--- src/rtl/uart_pkg.sv ---
// Shared UART definitions: receiver state encoding and the default line format
// used by the transmitter, receiver and baud generator.
package uart_pkg;

   localparam int UART_OVERSAMPLE = 16;
   localparam int UART_DATA_BITS  = 8;

   typedef enum logic [2:0] {
      BREAK,
      IDLE,
      START,
      DATA,
      PARITY,
      STOP
   } uart_rx_state_e;

endpackage

--- src/rtl/uart_sync2.sv ---
// Two-flop synchronizer for an asynchronous input; resets to 1 so an idle-high
// line reads as idle straight out of reset.
module uart_sync2 (
   input  logic clk,
   input  logic reset,
   input  logic d,
   output logic q
);

   logic [1:0] sync_reg;

   always_ff @(posedge clk or posedge reset) begin
      if (reset) begin
         sync_reg <= 2'b11;
      end else begin
         sync_reg <= {sync_reg[0], d};
      end
   end

   assign q = sync_reg[1];

endmodule

--- src/rtl/uart_rx.sv ---
// Oversampling UART receiver with a single-word holding register and overrun flag.
// Even parity is received and checked when UART_RX_PARITY_EN is defined.
module uart_rx
   import uart_pkg::*;
#(
   parameter int OVERSAMPLE = UART_OVERSAMPLE,
   parameter int DATA_BITS  = UART_DATA_BITS
) (
   input  logic                 clk,
   input  logic                 reset,
   input  logic                 os_tick,
   input  logic                 rx_pin,
   input  logic                 rx_ready,
   output logic [DATA_BITS-1:0] rx_data,
   output logic                 rx_valid,
   output logic                 frame_err,
   output logic                 parity_err,
   output logic                 overrun,
   output logic                 rx_busy
);

   localparam int TW = $clog2(OVERSAMPLE);
   localparam int BW = $clog2(DATA_BITS + 1);
   localparam logic [TW-1:0] HALF_LAST = TW'(OVERSAMPLE / 2 - 1);
   localparam logic [TW-1:0] FULL_LAST = TW'(OVERSAMPLE - 1);
   localparam logic [BW-1:0] BIT_LAST  = BW'(DATA_BITS - 1);

   uart_rx_state_e       state_reg, state_next;
   logic [TW-1:0]        tick_reg;
   logic [BW-1:0]        bit_reg;
   logic [DATA_BITS-1:0] shift_reg;
   logic [1:0]           settle_reg;
   logic [DATA_BITS-1:0] data_reg;
   logic                 valid_reg, ferr_reg, ovr_reg;
   logic                 rxs, sample_due, frame_done, load, consume;

   uart_sync2 u_sync (
      .clk   (clk),
      .reset (reset),
      .d     (rx_pin),
      .q     (rxs)
   );

   // The synchronizer holds 1 through reset; ignore it until real line data has
   // flushed through, otherwise a line held low at release would look like a start.
   always_ff @(posedge clk or posedge reset) begin
      if (reset) begin
         settle_reg <= 2'b00;
      end else begin
         settle_reg <= {settle_reg[0], 1'b1};
      end
   end

   always_ff @(posedge clk or posedge reset) begin
      if (reset) begin
         state_reg <= BREAK;
      end else begin
         state_reg <= state_next;
      end
   end

   always_comb begin
      state_next = state_reg;
      case (state_reg)
         BREAK:  if (settle_reg[1] && rxs) state_next = IDLE;
         IDLE:   if (!rxs) state_next = START;
         START:  if (sample_due) state_next = rxs ? IDLE : DATA;
         DATA: begin
            if (sample_due && bit_reg == BIT_LAST) begin
`ifdef UART_RX_PARITY_EN
               state_next = PARITY;
`else
               state_next = STOP;
`endif
            end
         end
         PARITY: if (sample_due) state_next = STOP;
         STOP:   if (sample_due) state_next = rxs ? IDLE : BREAK;
         default: state_next = BREAK;
      endcase
   end

   // START samples at the half-bit point; every later state samples a full bit on.
   always_comb begin
      rx_busy    = 1'b0;
      sample_due = 1'b0;
      case (state_reg)
         START: begin
            rx_busy    = 1'b1;
            sample_due = os_tick && (tick_reg == HALF_LAST);
         end
         DATA, PARITY, STOP: begin
            rx_busy    = 1'b1;
            sample_due = os_tick && (tick_reg == FULL_LAST);
         end
         default: ;
      endcase
   end

   always_ff @(posedge clk or posedge reset) begin
      if (reset) begin
         tick_reg  <= '0;
         bit_reg   <= '0;
         shift_reg <= '0;
      end else begin
         if (!rx_busy) begin
            tick_reg <= '0;
         end else if (os_tick) begin
            tick_reg <= sample_due ? '0 : tick_reg + TW'(1);
         end
         if (state_reg == START) begin
            bit_reg <= '0;
         end else if (state_reg == DATA && sample_due) begin
            shift_reg <= {rxs, shift_reg[DATA_BITS-1:1]};
            bit_reg   <= bit_reg + BW'(1);
         end
      end
   end

   assign frame_done = (state_reg == STOP) && sample_due;
   assign consume    = valid_reg && rx_ready;
   assign load       = frame_done && (!valid_reg || rx_ready);

   // A load in the same cycle as a consume keeps rx_valid high and leaves overrun alone.
   always_ff @(posedge clk or posedge reset) begin
      if (reset) begin
         data_reg  <= '0;
         valid_reg <= 1'b0;
         ferr_reg  <= 1'b0;
         ovr_reg   <= 1'b0;
      end else begin
         if (load) begin
            data_reg  <= shift_reg;
            ferr_reg  <= ~rxs;
            valid_reg <= 1'b1;
         end else if (consume) begin
            valid_reg <= 1'b0;
         end
         if (frame_done && !load) begin
            ovr_reg <= 1'b1;
         end else if (consume && !load) begin
            ovr_reg <= 1'b0;
         end
      end
   end

`ifdef UART_RX_PARITY_EN
   logic par_bit_reg, perr_reg;

   always_ff @(posedge clk or posedge reset) begin
      if (reset) begin
         par_bit_reg <= 1'b0;
         perr_reg    <= 1'b0;
      end else begin
         if (state_reg == PARITY && sample_due) begin
            par_bit_reg <= rxs;
         end
         if (load) begin
            perr_reg <= par_bit_reg ^ (^shift_reg);
         end
      end
   end

   assign parity_err = perr_reg;
`else
   assign parity_err = 1'b0;
`endif

   assign rx_data   = data_reg;
   assign rx_valid  = valid_reg;
   assign frame_err = ferr_reg;
   assign overrun   = ovr_reg;

endmodule
--- config.mk ---
export PLATFORM = sky130hd
export DESIGN_NAME = uart_rx
export DESIGN_NICKNAME = d
export VERILOG_FILES = /design/src/rtl/uart_pkg.sv /design/src/rtl/uart_sync2.sv /design/src/rtl/uart_rx.sv
export SDC_FILE = /design/constraint.sdc
export NUM_CORES = 1
export LEC_CHECK = 0
export CAP_MARGIN = 20
export CORE_ASPECT_RATIO = 1.2
export CORE_MARGIN = 8
export CORE_UTILIZATION = 35
export DETAILED_ROUTE_END_ITERATION = 16
export GPL_ROUTABILITY_DRIVEN = 0
export PLACE_DENSITY = 0.56
export SETUP_SLACK_MARGIN = 0.05
export SYNTH_ARGS = -nofsm -noshare
export SYNTH_HDL_FRONTEND = slang
export SYNTH_SLANG_ARGS = --single-unit
--- constraint.sdc ---
create_clock -name clk -period 2.6 [get_ports clk]
set_clock_uncertainty 0.05 [all_clocks]
set_input_delay 0.78 -clock clk [delete_from_list [all_inputs] [get_ports clk]]
set_output_delay 0.78 -clock clk [all_outputs]
set_load 0.05 [all_outputs]
==> impl_metrics.json <==
{
  "layout_common_cells": "32 x dfrtp_1, 16 x mux2_2, 15 x clkdlybuf4s50_1",
  "drt_wl_total_mm": 2.90,
  "drive_gt1_frac": 0.237,
  "maxSlewViolCount": 0,
  "ys_seq_area_frac": 0.562,
  "criticalPathCategory": "reg -> out",
  "fin_util": 0.445,
  "max_stage_delay_ns": 0.46,
  "power_density_mw_per_mm2": 709,
  "dp.final_hpwl_mm": 2.12,
  "start_kind": "register",
  "ctsResizeCount": 0,
  "track_usage": 0.0961,
  "cp_max_fo": 8,
  "rsz0062_at_grt": "no",
  "die_h_um": 88.2,
  "seqPwrFrac": 0.478,
  "rows": 26,
  "setup_tns_ns": 0,
  "syn_nets": 137,
  "pin_count": 18,
  "crit_buf_inv": 2,
  "power_mw": 1.33,
  "peakVddDrop_mv": 0.352,
  "dieWidth_um": 76.1,
  "hold_viol": 0,
  "antenna-diode-count": 0,
  "dieArea_mm2": 0.00671,
  "clock_latency_ns": 0.28,
  "outcome": "completed",
  "grt_util_met2": 0.173,
  "grt_remaining_overflow": 0,
  "final.period_utilization": 0.930,
  "layout_commonest_cell": "dfrtp_1",
  "path_cells": "and2b_1 > nor2_1 > inv_1 > buf_4",
  "ys.warnings.count": 0,
  "path_clk_slew_ns": 0.07,
  "io_buffers": 16,
  "comb_power_share": 0.162,
  "synth_cell_types": 35,
  "vias_per_cell": 4.84,
  "grt_busiest_layer": "met2",
  "final_nets": 162,
  "vias": 1027,
  "timing.hold.ws_ns": 0.296,
  "fmax_ghz": 0.413,
  "p_leak_nw": 0.868,
  "cts_tree": "built",
  "ys_ff_latch": 34,
  "crit_required_ns": 1.77,
  "max_slew_margin": 0.666,
  "fin_crit_ns": 2.42,
  "syn_area_mm2": 0.00152,
  "postRouteAntennaNets": 0,
  "clockRootBuffer": "clkbuf_8",
  "intPower_uw": 943,
  "post_dp_cell_area_mm2": 0.00177,
  "initial_core_util": 0.359,
  "yosysTopAreaCell": "dfrtp_1",
  "p_clk_frac": 0.360,
  "drt_pre_antenna_iters": 4,
  "ys_top_cells_by_area": "dfrtp_1 53%, mux2_2 12%, dfstp_2 3.5%",
  "maxCapViolations": 0,
  "post_cts_buffers": 0,
  "end_kind": "output port",
  "post_synth.cell_area_avg_um2": 11.7,
  "tightestPinTransition_ns": 0.499,
  "grt_max_degree": 35,
  "grt_pass1_wl_mm": 5.14,
  "route.detailed.wl_per_inst_um": 13.7,
  "num-fill-cells": 423,
  "htreeDepth": 2,
  "antenna_found_initial": 0,
  "clock-sinks": 34,
  "grt_use_met3": 0.0411,
  "drt_iter0_markers": 51,
  "crit_family": "simple AND/OR/NAND/NOR gates",
  "grtUsageMet1": 0.0927,
  "cp_slowest_cell": "dfrtp_1",
  "syn2layout_area_growth_pct": 23.8,
  "setup_violations": 0,
  "core-area_mm2": 0.00423,
  "cts_made_buffers": 5,
  "grt_pass1_vias": 1151,
  "clockBufferDepth": 2,
  "drcViolationCount": 0,
  "p_switching_uw": 390,
  "sw_frac_of_total": 0.292,
  "yosysTopAreaCellShare": 0.527,
  "critPathArrivalTime_ns": 1.59,
  "holdBufCountCts": 0,
  "synth_cells": 130,
  "final_area_mm2": 0.00188,
  "min-delay-path-class": "reg -> reg"
}
-- final cells by class --
cell class	instances	area [um2]	share of cell area
Tap cell	56	70.1	0.0373
Timing Repair Buffer	23	210	0.112
Clock inverter	3	45.0	0.0240
Sequential cell	34	853	0.454
Clock buffer	5	68.8	0.0366
Inverter	7	26.3	0.0140
Multi-Input combinational cell	84	607	0.323
-- per-layer routing --
metal | up-vias | routed length, um
li1 | 497 | -
met1 | 508 | 1130
met2 | 17 | 1550
met3 | 5 | 165
met4 | 0 | 50
met5 | - | 0
-- path summary, 6_finish.rpt --
path | startpoint | to | slack [ns] | cells past startpoint
max | state_reg[1]$_DFFE_PP0P_ | rx_busy | 0.18 | 4
min | settle_reg[0]$_DFF_PP0_ | settle_reg[1]$_DFF_PP0_ | 0.30 | 0
max reg2reg | tick_reg[0]$_DFFE_PP0P_ | rx_data[2]$_DFFE_PP0P_ | 0.73 | 5
min reg2reg | settle_reg[0]$_DFF_PP0_ | settle_reg[1]$_DFF_PP0_ | 0.30 | 0
max in group asynchronous | reset | u_sync.sync_reg[1]$_DFF_PP1_ | 1.30 | 3
min in group asynchronous | reset | rx_data[7]$_DFFE_PP0P_ | 0.86 | 3
-- power by group through the flow --
stage,logic (mW),registers [mW],clock network [mW]
global route,0.240,0.644,0.523
finish,0.216,0.637,0.480
CTS,0.218,0.637,0.499
global placement,0.208,0.643,0
detailed placement,0.219,0.645,0
floorplan,0.199,0.607,0
-- cells in the mapped netlist --
| library cell | n |
|---|---|
| a211o_1 | 1 |
| a21boi_0 | 1 |
| a21o_1 | 1 |
| a21oi_1 | 5 |
| a21oi_4 | 1 |
| a221oi_1 | 1 |
| a22oi_1 | 1 |
| a31oi_1 | 1 |
| and2b_1 | 1 |
| and3_1 | 1 |
| and3_2 | 1 |
| buf_2 | 2 |
| buf_4 | 3 |
| conb_1 | 2 |
| dfrtp_1 | 32 |
| dfstp_2 | 2 |
| ha_1 | 2 |
| inv_1 | 7 |
| mux2_2 | 16 |
| mux2i_1 | 3 |
| nand2_1 | 7 |
| nand2b_1 | 1 |
| nand3_1 | 5 |
| nand3b_1 | 2 |
| nand4_1 | 1 |
| nand4_4 | 1 |
| nor2_1 | 9 |
| nor2b_1 | 1 |
| nor3_1 | 6 |
| nor4_1 | 1 |
| o21ai_0 | 6 |
| o31ai_1 | 1 |
| or3_1 | 1 |
| xnor2_1 | 3 |
| xor2_1 | 1 |
-- through the flow --
stage          instances  worst slack, ns
6_report             212            0.182
3_5_place_dp         204           0.0542
3_3_place_gp         204            0.102
4_1_cts              212            0.162
2_1_floorplan        130            0.551
5_1_grt              212           0.0543
-- cell families after synthesis --
family,count (synthesis),share of synthesized area
adders and majority gates,2,0.0165
buffers and inverters,12,0.0387
muxes,19,0.138
AOI/OAI and AO/OA,19,0.0824
and+or+nand+nor,38,0.134
other,2,0.00494
xor gates and xnor gates,4,0.0231
DFF,34,0.562
Note: power is estimated with default switching activity, not from simulation.
